## config.mk

```make
export PLATFORM = sky130hd
export DESIGN_NAME = uart_inpr_bridge
export DESIGN_NICKNAME = d
export VERILOG_FILES = /design/src/rtl/uart_inpr_pkg.sv /design/src/rtl/uart_inpr_fifo.sv /design/src/rtl/uart_inpr_bridge.sv
export SDC_FILE = /design/constraint.sdc
export NUM_CORES = 1
export LEC_CHECK = 0
export CORE_MARGIN = 4
export CORE_UTILIZATION = 56
export CTS_BUF_LIST = sky130_fd_sc_hd__clkbuf_8
export DETAILED_ROUTE_END_ITERATION = 8
export GPL_ROUTABILITY_DRIVEN = 0
export PLACE_DENSITY = 0.84
export SLEW_MARGIN = 25
export SYNTH_ARGS = -nofsm -noshare
export SYNTH_HDL_FRONTEND = slang
export SYNTH_SLANG_ARGS = --single-unit
export TNS_END_PERCENT = 100
```

## constraint.sdc

```tcl
create_clock -name clk -period 2.66 [get_ports clk]
set_input_delay 0.399 -clock clk [delete_from_list [all_inputs] [get_ports clk]]
set_output_delay 0.399 -clock clk [all_outputs]
set_load 0.05 [all_outputs]
```

## src/rtl/uart_inpr_pkg.sv

```systemverilog
// Shared types and defaults for the UART serial input bridge.
// Latency: n/a (declarations only).
// Backpressure: n/a. UART_INPR_PARITY_EN adds the PARITY receive state.
package uart_inpr_pkg;

    localparam int DEF_CLKS_PER_BIT    = 16;
    localparam int DEF_FIFO_DEPTH_LOG2 = 3;

    // Receive FSM states; PARITY exists only when even parity is on the wire
    typedef enum logic [2:0] {
        ST_WAIT_IDLE = 3'd0,
        ST_IDLE      = 3'd1,
        ST_START     = 3'd2,
        ST_DATA      = 3'd3,
        ST_STOP      = 3'd4
`ifdef UART_INPR_PARITY_EN
        , ST_PARITY  = 3'd5
`endif
    } rx_state_t;

endpackage

```

## src/rtl/uart_inpr_fifo.sv

```systemverilog
// Synchronous receive FIFO holding bytes between the UART receiver and INPR delivery.
// Latency: a pushed byte is visible at head/level one clk after the push edge.
// Backpressure: push while full is dropped unless a pop happens on the same edge.
module uart_inpr_fifo #(
    parameter int DEPTH_LOG2 = 3,
    parameter int WIDTH      = 8
) (
    input  logic                  clk,
    input  logic                  rst_n,
    input  logic                  push,
    input  logic [WIDTH-1:0]      push_dat,
    input  logic                  pop,
    output logic [WIDTH-1:0]      head,
    output logic [DEPTH_LOG2:0]   level,
    output logic                  full,
    output logic                  empty
);

    localparam int                  DEPTH    = 1 << DEPTH_LOG2;
    localparam logic [DEPTH_LOG2:0] LVL_FULL = (DEPTH_LOG2+1)'(DEPTH);
    localparam logic [DEPTH_LOG2:0] LVL_ONE  = (DEPTH_LOG2+1)'(1);
    localparam logic [DEPTH_LOG2-1:0] PTR_ONE = DEPTH_LOG2'(1);

    logic [WIDTH-1:0]      mem [DEPTH];
    logic [DEPTH_LOG2-1:0] wr_ptr;
    logic [DEPTH_LOG2-1:0] rd_ptr;
    logic                  do_pop;
    logic                  do_push;

    // A pop frees a slot on the same edge, so push+pop is accepted even when full
    assign do_pop  = pop && !empty;
    assign do_push = push && (!full || do_pop);
    assign full    = (level == LVL_FULL);
    assign empty   = (level == '0);
    assign head    = mem[rd_ptr];

    // Storage write; contents need no reset because level gates every read
    always_ff @(posedge clk) begin
        if (do_push) begin
            mem[wr_ptr] <= push_dat;
        end
    end

    // Pointer and occupancy bookkeeping; pointers wrap naturally modulo depth
    always_ff @(posedge clk) begin
        if (!rst_n) begin
            wr_ptr <= '0;
            rd_ptr <= '0;
            level  <= '0;
        end else begin
            if (do_push) wr_ptr <= wr_ptr + PTR_ONE;
            if (do_pop)  rd_ptr <= rd_ptr + PTR_ONE;
            case ({do_push, do_pop})
                2'b10:   level <= level + LVL_ONE;
                2'b01:   level <= level - LVL_ONE;
                default: level <= level;
            endcase
        end
    end

endmodule

```

## src/rtl/uart_inpr_bridge.sv

```systemverilog
// UART (8N1, or 8E1 with UART_INPR_PARITY_EN) receiver feeding the CPU INPR/FGI input port.
// Latency: 2 clk sync + frame; stop-bit sample to fgi_set_n low is 2 clks with an empty FIFO.
// Backpressure: bytes wait in the FIFO while fgi==1; a byte arriving with the FIFO full is dropped (overrun).
module uart_inpr_bridge
    import uart_inpr_pkg::*;
#(
    parameter int CLKS_PER_BIT    = DEF_CLKS_PER_BIT,
    parameter int FIFO_DEPTH_LOG2 = DEF_FIFO_DEPTH_LOG2
) (
    input  logic                       clk,
    input  logic                       rst_n,
    input  logic                       uart_rxd,
    input  logic                       fgi,
    output logic                       fgi_set_n,
    output logic [7:0]                 inpr,
    output logic [FIFO_DEPTH_LOG2:0]   fifo_level,
    output logic                       frame_err,
    output logic                       overrun,
    output logic                       parity_err
);

    localparam int            CW       = $clog2(CLKS_PER_BIT);
    localparam logic [CW-1:0] CNT_BIT  = CW'(CLKS_PER_BIT - 1);
    localparam logic [CW-1:0] CNT_HALF = CW'(CLKS_PER_BIT / 2 - 1);
    localparam logic [CW-1:0] CNT_ONE  = CW'(1);

    logic            rxd_m;
    logic            rxd_s;
    rx_state_t       state;
    logic [CW-1:0]   cnt;
    logic [2:0]      bit_idx;
    logic [7:0]      shreg;
    logic            push_vld;
    logic [7:0]      push_dat;
    logic [7:0]      fifo_head;
    logic            fifo_full;
    logic            fifo_empty;
    logic            deliver;
    logic            frame_bad;
`ifdef UART_INPR_PARITY_EN
    logic            par_acc;
    logic            par_bad;
    assign frame_bad = par_bad;
`else
    assign frame_bad  = 1'b0;
    assign parity_err = 1'b0;
`endif

    // Two-flop synchronizer; resets to the idle-high line level
    always_ff @(posedge clk) begin
        if (!rst_n) begin
            rxd_m <= 1'b1;
            rxd_s <= 1'b1;
        end else begin
            rxd_m <= uart_rxd;
            rxd_s <= rxd_m;
        end
    end

    // Receive FSM: mid-bit sampling, byte push is registered one clk after the stop sample
    always_ff @(posedge clk) begin
        if (!rst_n) begin
            state     <= ST_WAIT_IDLE;
            cnt       <= '0;
            bit_idx   <= '0;
            shreg     <= '0;
            push_vld  <= 1'b0;
            push_dat  <= '0;
            frame_err <= 1'b0;
`ifdef UART_INPR_PARITY_EN
            par_acc    <= 1'b0;
            par_bad    <= 1'b0;
            parity_err <= 1'b0;
`endif
        end else begin
            push_vld <= 1'b0;
            case (state)
                // Need a full bit time of idle line before trusting a falling edge
                ST_WAIT_IDLE: begin
                    if (!rxd_s) begin
                        cnt <= '0;
                    end else if (cnt == CNT_BIT) begin
                        cnt   <= '0;
                        state <= ST_IDLE;
                    end else begin
                        cnt <= cnt + CNT_ONE;
                    end
                end
                ST_IDLE: begin
                    if (!rxd_s) begin
                        cnt   <= CNT_HALF;
                        state <= ST_START;
                    end
                end
                // Re-check the start bit at its centre; a high line means a glitch
                ST_START: begin
                    if (cnt != '0) begin
                        cnt <= cnt - CNT_ONE;
                    end else if (rxd_s) begin
                        state <= ST_IDLE;
                    end else begin
                        cnt     <= CNT_BIT;
                        bit_idx <= '0;
                        state   <= ST_DATA;
`ifdef UART_INPR_PARITY_EN
                        par_acc <= 1'b0;
`endif
                    end
                end
                ST_DATA: begin
                    if (cnt != '0) begin
                        cnt <= cnt - CNT_ONE;
                    end else begin
                        shreg <= {rxd_s, shreg[7:1]};
                        cnt   <= CNT_BIT;
`ifdef UART_INPR_PARITY_EN
                        par_acc <= par_acc ^ rxd_s;
`endif
                        if (bit_idx == 3'd7) begin
`ifdef UART_INPR_PARITY_EN
                            state <= ST_PARITY;
`else
                            state <= ST_STOP;
`endif
                        end else begin
                            bit_idx <= bit_idx + 3'd1;
                        end
                    end
                end
`ifdef UART_INPR_PARITY_EN
                // Even parity: data bits XOR parity bit must be 0
                ST_PARITY: begin
                    if (cnt != '0) begin
                        cnt <= cnt - CNT_ONE;
                    end else begin
                        par_bad <= par_acc ^ rxd_s;
                        cnt     <= CNT_BIT;
                        state   <= ST_STOP;
                    end
                end
`endif
                ST_STOP: begin
                    if (cnt != '0) begin
                        cnt <= cnt - CNT_ONE;
                    end else begin
`ifdef UART_INPR_PARITY_EN
                        if (par_bad) parity_err <= 1'b1;
`endif
                        if (rxd_s) begin
                            push_vld <= !frame_bad;
                            push_dat <= shreg;
                            state    <= ST_IDLE;
                        end else begin
                            // Line low at stop: wait for a real idle so a break yields one error
                            frame_err <= 1'b1;
                            cnt       <= '0;
                            state     <= ST_WAIT_IDLE;
                        end
                    end
                end
                default: state <= ST_WAIT_IDLE;
            endcase
        end
    end

    // Hand a byte over only when the CPU flag is clear and no pulse is in flight
    assign deliver = !fifo_empty && !fgi && fgi_set_n;

    uart_inpr_fifo #(
        .DEPTH_LOG2 (FIFO_DEPTH_LOG2),
        .WIDTH      (8)
    ) u_fifo (
        .clk      (clk),
        .rst_n    (rst_n),
        .push     (push_vld),
        .push_dat (push_dat),
        .pop      (deliver),
        .head     (fifo_head),
        .level    (fifo_level),
        .full     (fifo_full),
        .empty    (fifo_empty)
    );

    // One-clk active-low set pulse with inpr latched from the FIFO head
    always_ff @(posedge clk) begin
        if (!rst_n) begin
            fgi_set_n <= 1'b1;
            inpr      <= '0;
        end else begin
            fgi_set_n <= 1'b1;
            if (deliver) begin
                fgi_set_n <= 1'b0;
                inpr      <= fifo_head;
            end
        end
    end

    // Sticky overrun when a byte arrives with no room and no simultaneous pop
    always_ff @(posedge clk) begin
        if (!rst_n) begin
            overrun <= 1'b0;
        end else if (push_vld && fifo_full && !deliver) begin
            overrun <= 1'b1;
        end
    end

endmodule

```

==> flow_summary.ini <==
[clock_tree]
clk_pin_slew_ns = 0.06
tritoncts = built
clkLatencyLatePin_ns = 0.43
cts-resized-gates = 0
clock-root-buffer = clkbuf_8
cts_buffer_depth = 2
cts_made_buffers = 17
cts_setup_buffers = 0
cts.sinks = 114
ctsHoldBuffers = 0
ctsHtreeMaxLevel = 4

[synthesis]
syn_area_um2 = 4940
syn_nets = 390
synth_cell_types = 60
ys_ff_latch = 114
synth.avg_cell_area_um2 = 13.1
yosys.area.top_type_share_pct = 38.9
postSynthCellCount = 378
synthArstFlopShare_pct = 0
ys_top_cells_by_area = edfxtp_1, dfxtp_1, mux4_2
ys_seq_area_share_pct = 59.2
synth_top_area_cell = edfxtp_1
synth_ff_type = edfxtp_1
synth_edf_count = 64
synth_warnings = 0

[placed_design]
placed_area_um2 = 5230
hpwl_mm = 5.99
dp_slack_ns = 0.253
io_buffers = 18

[min_path]
min_to = rxd_s
hold_depth = 1
min-delay-path-class = register to register
min-delay-start = rxd_m

[layout]
layout-drive-gt1-share_pct = 17.2
syn2layout_area_growth_pct = 12.7
regArea_um2 = 2920
fillerInstances = 583
diodes = 0
final_common_cell = edfxtp_1
utilization_pct = 66.4
layout_common_cells = edfxtp_1, dfxtp_1, nand2_1, mux2i_1, clkbuf_8
multi_input_area_um2 = 1860
finish.instance_area_um2 = 5570
nNetsFinal = 418

[pwr]
power_density_nw_per_um2 = 597
vdd_drop_max_uv = 292
p_leak_uw = 0.00188

[sta]
hold_violations = 0
slew_viol_final = 0
tightest_slew_ns = 0.810
setup_viol = 0
setup_slack_ns = 0.393
rsz0062_at_grt = false
slew_headroom_pct = 45.9
min_period_over_period_pct = 85.2
fin_tns_setup_ns = 0
max_freq_mhz = 441
finClkSkew_ns = 0.0146
finalCriticalPeriod_ns = 2.27

[grt]
antenna_found_initial = 0
grt_max_degree = 53
grt-ovfl-total = 0
use_met3_pct = 6.14
use_met2_pct = 33.5
use_met1_pct = 25.5
track_usage_pct = 20.2
top_usage_layer = met2
grt_pass1_vias = 3027
grt_first_pass_wirelength_mm = 15.6

[route]
drt_iter0_drc = 168
route.detailed.drc = 0
routedWlPerCell_um = 17.8
wl_mm = 9.33
ant_nets = 0
drt-pass1-iter-count = 5
avgViaCountPerCell = 5.81
vias = 3042

[floorplan]
start_util_pct = 58.9
die-area_um2 = 10400
ioPinCount = 20
fp.dieW_um = 102
die_y_um = 102
coreArea_um2 = 8380
rows = 33

[critical_path]
reg2reg_depth = 9
path_buf_inv = 1
path_max_fanout = 9
crit_path_max_incr_delay_ns = 0.90
cp_slowest_cell = clkdlybuf4s50_1
cp-startpoint = u_fifo.level[1]
cp.required_ns = 2.26
rr_startpoint = u_fifo.level[0]
critPathArrivalTime_ns = 1.87
critPathTopFamily = buffers and inverters
rrSetupSlack_ns = 0.58
critPathLaunchType = register
cp-end-kind = primary output
path_cells = clkdlybuf4s50_1
path_class = register to primary output
r2r-end = u_fifo.level[2]

[run]
maxCapViolations = 0

[run_status]
status = finished clean
## per-stage QoR
| stage | power [uW] | instances | hold slack [ns] |
|---|---|---|---|
| 6_report | 3320 | 524 | 0.411 |
| 3_3_place_gp | 1980 | 492 | 0.389 |
| 2_1_floorplan | 1960 | 378 | 0.386 |
| 5_1_grt | 3460 | 524 | 0.459 |
| 3_5_place_dp | 1980 | 492 | 0.396 |
| 4_1_cts | 3350 | 524 | 0.411 |
## state kept, by name (all words and copies together) (netlist names)
signal	cells
overrun	1
u_fifo.mem	64
shreg	8
fgi_set_n	1
inpr	8
bit_idx	3
state	3
frame_err	1
u_fifo.rd_ptr	3
rxd_m	1
rxd_s	1
cnt	4
u_fifo.level	4
push_vld	1
push_dat	8
u_fifo.wr_ptr	3
## logic make-up after synthesis
family / Yosys count / share of synthesized area, %
AO/OA/AOI/OAI: 70 / 9.40
XOR/XNOR: 9 / 1.60
adder cells (fa/ha/maj): 8 / 2.03
buffers and inverters: 30 / 3.07
flip-flops: 114 / 59.2
multiplexers: 36 / 11.6
other: 1 / 0.0759
AND/OR/NAND/NOR: 110 / 13.0
## cells in the mapped netlist (3+ instances only)
cell type and number:
dfxtp_1 50, a21boi_0 10, nand2_1 33, nor2_1 12, nor3_1 6, o21a_1 3, mux2i_1 19, inv_1 8
buf_6 3, and2_1 5, a31oi_1 4, xnor2_1 6, a21oi_1 15, nand3b_1 3, o21ai_0 18, nand3_1 7
ha_1 8, mux4_2 16, edfxtp_1 64, clkbuf_1 8, nand2b_1 11, xor2_1 3, buf_2 6, nor2b_1 13
## final cells by class
type	count	share of cell area, %
sequential	114	52.5
multi-input combinational	234	33.5
timing repair buffer	31	4.99
clock buffer	19	4.70
tap	105	2.36
clock inverter	13	1.44
inverter	8	0.539
## worst max path at each step
stage | slack, ns | endpoint | depth (start not counted)
6_report | 0.39 | fifo_level[1] | 1
5_1_grt | 0.33 | fifo_level[1] | 1
4_1_cts | 0.38 | fifo_level[1] | 1
3_5_place_dp | 0.25 | u_fifo.level[2] | 10
3_3_place_gp | 0.39 | u_fifo.level[2] | 10
2_1_floorplan | 0.20 | u_fifo.mem[0][0] | 4
## layer usage
layer	routed length, um	part of all wire (%)
met1	3950	42
met2	4770	51
met3	440	4.7
met4	174	1.9
met5	0	0
## power by group
part,switching [uW],internal [uW]
clock network,628,752
registers,8.13,1850
logic,52.1,38.2
total,688,2640
(Power assumes the default switching activity.)
